==> config.mk <==
export PLATFORM = sky130hd
export DESIGN_NAME = ram_seq_ctrl
export DESIGN_NICKNAME = d
export VERILOG_FILES = /design/src/rtl/ram_seq_pkg.sv /design/src/rtl/ram_seq_rdpipe.sv /design/src/rtl/ram_seq_ctrl.sv
export SDC_FILE = /design/constraint.sdc
export NUM_CORES = 1
export LEC_CHECK = 0
export BUFFER_PORTS_ARGS = -buffer_cell sky130_fd_sc_hd__buf_4
export CAP_MARGIN = 20
export CORE_MARGIN = 8
export CORE_UTILIZATION = 50
export DETAILED_ROUTE_END_ITERATION = 8
export PLACE_DENSITY = 0.83
export RECOVER_POWER = 100
export SKIP_LAST_GASP = 1
export SYNTH_ARGS = -nofsm -noshare
export SYNTH_HDL_FRONTEND = slang
export SYNTH_HIERARCHICAL = 1
export SYNTH_SLANG_ARGS = --single-unit
==> constraint.sdc <==
create_clock -name clk -period 5.05 [get_ports clk]
set_clock_uncertainty 0.05 [all_clocks]
set_input_delay 0.505 -clock clk [delete_from_list [all_inputs] [get_ports clk]]
set_output_delay 0.505 -clock clk [all_outputs]
set_load 0.01 [all_outputs]
==> src/rtl/ram_seq_pkg.sv <==
// ram_seq_pkg: shared definitions for the RAM command sequencer.
//   - default address/data widths of the 64x8 single-port RAM
//   - sequencer FSM state encoding
//   - command opcode encoding for cmd_write
package ram_seq_pkg;

  localparam int ADDR_W_DEF = 6;
  localparam int DATA_W_DEF = 8;

  localparam logic OP_READ  = 1'b0;
  localparam logic OP_WRITE = 1'b1;

  typedef enum logic [1:0] {
    IDLE  = 2'd0,
    WRITE = 2'd1,
    READ  = 2'd2,
    DRAIN = 2'd3
  } state_e;

endpackage

==> src/rtl/ram_seq_rdpipe.sv <==
// ram_seq_rdpipe: tracks reads issued to the RAM and registers the returned
// bytes so the consumer never sees the RAM's one-cycle read latency.
//
// Ports:
//   clk_i, rst_i      clock, asynchronous active-high reset
//   iss_vld_i         a read access is on the RAM pins this cycle
//   iss_addr_i        address of that access
//   ram_out_i         RAM data out (valid the cycle after the access)
//   csum_clr_i        a read command is being accepted on this edge
//   rd_valid_o        one-cycle strobe per returned byte
//   rd_data_o         returned byte
//   rd_addr_o         address the byte came from
//   checksum_o        XOR of all bytes of the current/last read command
//
// Build option: RAM_SEQ_CHECKSUM_EN enables the checksum register; without it
// checksum_o is constant zero.
module ram_seq_rdpipe #(
  parameter int ADDR_W = 6,
  parameter int DATA_W = 8
) (
  input  logic              clk_i,
  input  logic              rst_i,
  input  logic              iss_vld_i,
  input  logic [ADDR_W-1:0] iss_addr_i,
  input  logic [DATA_W-1:0] ram_out_i,
  input  logic              csum_clr_i,
  output logic              rd_valid_o,
  output logic [DATA_W-1:0] rd_data_o,
  output logic [ADDR_W-1:0] rd_addr_o,
  output logic [DATA_W-1:0] checksum_o
);

  logic              vld_p0_q;
  logic [ADDR_W-1:0] addr_p0_q;
  logic              vld_p1_q;
  logic [DATA_W-1:0] data_p1_q;
  logic [ADDR_W-1:0] addr_p1_q;

  always_ff @(posedge clk_i or posedge rst_i) begin
    if (rst_i) begin
      vld_p0_q  <= 1'b0;
      addr_p0_q <= '0;
      vld_p1_q  <= 1'b0;
      data_p1_q <= '0;
      addr_p1_q <= '0;
    end else begin
      // stage p0: RAM is capturing the access; ram_out valid next cycle
      vld_p0_q  <= iss_vld_i;
      addr_p0_q <= iss_addr_i;
      // stage p1: register the returned byte alongside its address
      vld_p1_q  <= vld_p0_q;
      if (vld_p0_q) begin
        data_p1_q <= ram_out_i;
        addr_p1_q <= addr_p0_q;
      end
    end
  end

  assign rd_valid_o = vld_p1_q;
  assign rd_data_o  = data_p1_q;
  assign rd_addr_o  = addr_p1_q;

`ifdef RAM_SEQ_CHECKSUM_EN
  logic [DATA_W-1:0] csum_q;

  // Accumulate at the same edge that loads rd_data, so the final value is
  // visible together with the last strobe. Accepts only happen in IDLE, when
  // no byte of a new command can be in flight, so clear never loses a byte.
  always_ff @(posedge clk_i or posedge rst_i) begin
    if (rst_i) begin
      csum_q <= '0;
    end else if (csum_clr_i) begin
      csum_q <= '0;
    end else if (vld_p0_q) begin
      csum_q <= csum_q ^ ram_out_i;
    end
  end

  assign checksum_o = csum_q;
`else
  logic unused_csum_clr;
  assign unused_csum_clr = csum_clr_i;
  assign checksum_o      = '0;
`endif

endmodule

==> src/rtl/ram_seq_ctrl.sv <==
// ram_seq_ctrl: command sequencer in front of a single-port RAM. Accepts one
// fill-write or burst-read command per handshake and issues one registered RAM
// access per clock; read bytes come back on a registered strobe.
//
// Ports:
//   clk, rst                      clock, asynchronous active-high reset
//   cmd_valid / cmd_ready         command handshake (ready only in IDLE)
//   cmd_write, cmd_incr           opcode; incrementing write data
//   cmd_addr, cmd_len, cmd_data   start address, byte count - 1, first byte
//   ram_in, ram_addr, ram_cs, ram_we   registered RAM pin drivers
//   ram_out                       RAM read data (one cycle after access)
//   rd_valid, rd_data, rd_addr    returned read byte
//   busy                          ~cmd_ready
//   checksum                      XOR of read bytes (RAM_SEQ_CHECKSUM_EN)
//
// Build option: RAM_SEQ_CHECKSUM_EN (see ram_seq_rdpipe).
module ram_seq_ctrl
  import ram_seq_pkg::*;
#(
  parameter int ADDR_W = ADDR_W_DEF,
  parameter int DATA_W = DATA_W_DEF
) (
  input  logic              clk,
  input  logic              rst,
  input  logic              cmd_valid,
  output logic              cmd_ready,
  input  logic              cmd_write,
  input  logic              cmd_incr,
  input  logic [ADDR_W-1:0] cmd_addr,
  input  logic [ADDR_W-1:0] cmd_len,
  input  logic [DATA_W-1:0] cmd_data,
  output logic [DATA_W-1:0] ram_in,
  output logic [ADDR_W-1:0] ram_addr,
  output logic              ram_cs,
  output logic              ram_we,
  input  logic [DATA_W-1:0] ram_out,
  output logic              rd_valid,
  output logic [DATA_W-1:0] rd_data,
  output logic [ADDR_W-1:0] rd_addr,
  output logic              busy,
  output logic [DATA_W-1:0] checksum
);

  state_e            state_q, state_d;
  logic              ram_cs_q, ram_cs_d;
  logic              ram_we_q, ram_we_d;
  logic [DATA_W-1:0] ram_in_q, ram_in_d;
  logic [ADDR_W-1:0] ram_addr_q, ram_addr_d;
  // next access address/data and accesses remaining after the current one
  logic [ADDR_W-1:0] addr_q, addr_d;
  logic [ADDR_W-1:0] cnt_q, cnt_d;
  logic [DATA_W-1:0] data_q, data_d;
  logic              incr_q, incr_d;
  logic              accept;
  logic              rd_accept;
  logic              rd_issue;

  assign accept    = (state_q == IDLE) && cmd_valid;
  assign rd_accept = accept && (cmd_write == OP_READ);
  assign rd_issue  = ram_cs_q && !ram_we_q;

  always_comb begin
    state_d    = state_q;
    ram_cs_d   = 1'b0;
    ram_we_d   = 1'b0;
    ram_in_d   = ram_in_q;
    ram_addr_d = ram_addr_q;
    addr_d     = addr_q;
    cnt_d      = cnt_q;
    data_d     = data_q;
    incr_d     = incr_q;
    case (state_q)
      IDLE: begin
        if (cmd_valid) begin
          // The first access is loaded straight into the pin registers so
          // it appears in the cycle after the accept edge.
          ram_cs_d   = 1'b1;
          ram_we_d   = (cmd_write == OP_WRITE);
          ram_addr_d = cmd_addr;
          if (cmd_write == OP_WRITE) ram_in_d = cmd_data;
          addr_d     = cmd_addr + ADDR_W'(1);
          cnt_d      = cmd_len;
          incr_d     = cmd_incr;
          data_d     = cmd_data + DATA_W'(cmd_incr);
          state_d    = (cmd_write == OP_WRITE) ? WRITE : READ;
        end
      end
      WRITE, READ: begin
        if (cnt_q == '0) begin
          // the access on the pins now is the last one
          state_d = (state_q == WRITE) ? IDLE : DRAIN;
        end else begin
          ram_cs_d   = 1'b1;
          ram_we_d   = (state_q == WRITE);
          ram_addr_d = addr_q;
          if (state_q == WRITE) ram_in_d = data_q;
          addr_d     = addr_q + ADDR_W'(1);
          data_d     = data_q + DATA_W'(incr_q);
          cnt_d      = cnt_q - ADDR_W'(1);
        end
      end
      DRAIN: begin
        // No read is on the pins, so the only byte left sits in the first
        // pipe stage and reaches rd_valid on this edge together with IDLE.
        if (!rd_issue) state_d = IDLE;
      end
      default: state_d = IDLE;
    endcase
  end

  always_ff @(posedge clk or posedge rst) begin
    if (rst) begin
      state_q    <= IDLE;
      ram_cs_q   <= 1'b0;
      ram_we_q   <= 1'b0;
      ram_in_q   <= '0;
      ram_addr_q <= '0;
    end else begin
      state_q    <= state_d;
      ram_cs_q   <= ram_cs_d;
      ram_we_q   <= ram_we_d;
      ram_in_q   <= ram_in_d;
      ram_addr_q <= ram_addr_d;
    end
  end

  // Counters are always loaded on accept before use, so they carry no reset.
  always_ff @(posedge clk) begin
    addr_q <= addr_d;
    cnt_q  <= cnt_d;
    data_q <= data_d;
    incr_q <= incr_d;
  end

  ram_seq_rdpipe #(
    .ADDR_W (ADDR_W),
    .DATA_W (DATA_W)
  ) u_rdpipe (
    .clk_i      (clk),
    .rst_i      (rst),
    .iss_vld_i  (rd_issue),
    .iss_addr_i (ram_addr_q),
    .ram_out_i  (ram_out),
    .csum_clr_i (rd_accept),
    .rd_valid_o (rd_valid),
    .rd_data_o  (rd_data),
    .rd_addr_o  (rd_addr),
    .checksum_o (checksum)
  );

  assign ram_cs    = ram_cs_q;
  assign ram_we    = ram_we_q;
  assign ram_in    = ram_in_q;
  assign ram_addr  = ram_addr_q;
  assign cmd_ready = (state_q == IDLE);
  assign busy      = (state_q != IDLE);

endmodule

==> results.toml <==
[global_route]
antenna_found_initial = 0
grt_usage = 0.149
use_met2 = 0.234
gr-usage-met3 = 0.0385
grt-ovfl-total = 0
met1_usage = 0.178
grt_busiest_layer = "met2"
grt_max_degree = 32
grt_pass1_vias = 2029
grt_pass1_wl_um = 10100

[routing]
viasPerCell = 5.09
wl_um = 6260
via_count = 1985
drt-pass1-iter-count = 4
drc = 0
ant_nets = 0
wl_per_cell_um = 16.1
drt_iter0_drc = 80

[clock_network]
root_buffer = "clkbuf_8"
numCtsBuffers = 9
cts_hold_buf = 0
cts.path.max_buffers = 2
ctsResizeCount = 0
cts_setup_buffers = 0
cts.clk_slew.worst_paths_ps = 70
cts_tree = "built"
h-tree-depth = 3
clock-sinks = 61
clk_latency_ps = 340

[die]
chipWidth_um = 93.3
start_util = 0.511
row_count = 28
die-height_um = 93.3
core_area_um2 = 5850
pin_count = 74
die_area_um2 = 8710

[pwr]
p_clk_frac = 0.170
powerDensity_nw_per_um2 = 735
internal-power_mw = 1.64
power_leakage_nw = 1.54
peakVddDrop_v = 0.000392
pwr-share-seq = 0.392
switchingPower_mw = 1.02
total_power_mw = 2.65
sw_frac_of_total = 0.383
share_comb_of_total_power = 0.438

[sta]
tightest_slew_ps = 1170
finalHoldViolations = 0
final.setup.tns_ps = 0
report.final.slew_viol_count = 0
finalSetupViolCount = 0
rsz0062_at_grt = "no"
fmax_mhz = 272
period_minus_slack_ps = 3670
timing.final.crit_share = 0.727
timing.max_slew.rel_slack = 0.220
worst_slack_ps = 1380

[synth]
synthesis.instances = 240
synth_warnings = 6
avgSynthCellArea_um2 = 12.5
netlist_area_um2 = 2990

[final_layout]
nNetsFinal = 355
drive_gt1_frac = 0.270
diodes = 0
final_cells = 390
multi_input_area_um2 = 1250
area_growth_pct = 20.8
final-seq-area_um2 = 1630
fillCellCount = 488

[worst_setup_path]
crit_type = "reg -> reg"
r2r_cells = 7
end_kind = "flip-flop"
critPathBufInv = 3
cp.depth = 7
crit_arrival_ps = 3850
cpPeakStageDelay_ps = 930
cp_top_family = "buffers and inverters"
critical_path.max_fanout = 31
cpMaxStageDelayCell = "clkbuf_1"
critical_path_required_ps = 5230
crit_chain = "inv_1, ha_1, clkbuf_1, nor2_1, a311oi_4, buf_4, mux2_2"
cp-start-kind = "flip-flop"

[placement]
portBuffers = 65
routabilityCongestion = 0.802
placed_cells = 374
dp_slack_ps = 2090
hpwl_um = 4580

[flow_run]
drv_cap = 0

[run_status]
status = "completed"

[min_path]
worstHoldPathType = "in -> async"
[cell type report]
| class | count | area share |
|---|---|---|
| Clock inverter | 3 | 0.00659 |
| Timing Repair Buffer | 67 | 0.104 |
| Inverter | 11 | 0.0114 |
| Tap cell | 75 | 0.0260 |
| Sequential cell | 61 | 0.452 |
| Multi-Input combinational cell | 160 | 0.347 |
| Clock buffer | 13 | 0.0530 |
[cell usage in the layout (no fill, tap or decap), types with 8 or more instances in the layout]
master     n
dfrtp_1   40
clkbuf_1  35
mux2_2    34
buf_4     31
edfxtp_1  21
nor2_1    14
a21oi_1   13
nand3_1   13
nand2_1   13
xor2_1    13
ha_1      12
inv_1     11
clkbuf_8  10
conb_1     8
[worst reg2reg max path, delay by kind of cell (launching register included)]
kind | cells | cell delay [ps]
simple gates | 1 | 220
flops | 1 | 420
buf+inv | 3 | 1430
fa+ha+maj | 1 | 730
mux | 1 | 400
compound gates | 1 | 300
[path summary, 6_finish.rpt]
path | from | endpoint | slack [ps]
worst min-delay path | rst | ram_addr[0] | 250
worst max register to register | state_q[0] | ram_addr[1] | 1380
worst min register to register | ram_addr[5] | u_rdpipe/addr_p0_q[5] | 350
max in group asynchronous | rst | u_rdpipe/addr_p0_q[4] | 4180
worst max-delay path | state_q[0] | ram_addr[1] | 1380
min in group clk | cmd_incr | incr_q | 320
[power groups by stage]
stage,logic [mW],clock network (mW),registers (mW)
3_5_place_dp,1.29,0,1.05
6_report,1.16,0.452,1.04
5_1_grt,1.28,0.484,1.08
3_3_place_gp,1.25,0,1.04
4_1_cts,1.30,0.460,1.04
2_1_floorplan,0.825,0,1.06
[through the flow]
step                utilization  cell area (um2)  hold WS, ps
floorplan                     -             3020          381
finish                    0.617             3610          252
global placement          0.604             3530          341
global route              0.617             3610          287
detailed placement        0.604             3530          339
CTS                       0.640             3750          257
[state kept, by name (all words and copies together), names as in the netlist, 6 cells and up]
| signal | cells |
|---|---|
| u_rdpipe/rd_addr_o | 6 |
| addr_q | 6 |
| u_rdpipe/rd_data_o | 8 |
| cnt_q | 6 |
| ram_addr | 6 |
| u_rdpipe/addr_p0_q | 6 |
| ram_in | 8 |
| data_q | 8 |
[per-layer routing]
metal | wire length, um | up-vias
li1 | - | 966
met5 | 0 | -
met1 | 2750 | 952
met2 | 3050 | 53
met3 | 319 | 14
met4 | 145 | 0
Note: power is estimated with default switching activity, not from simulation.
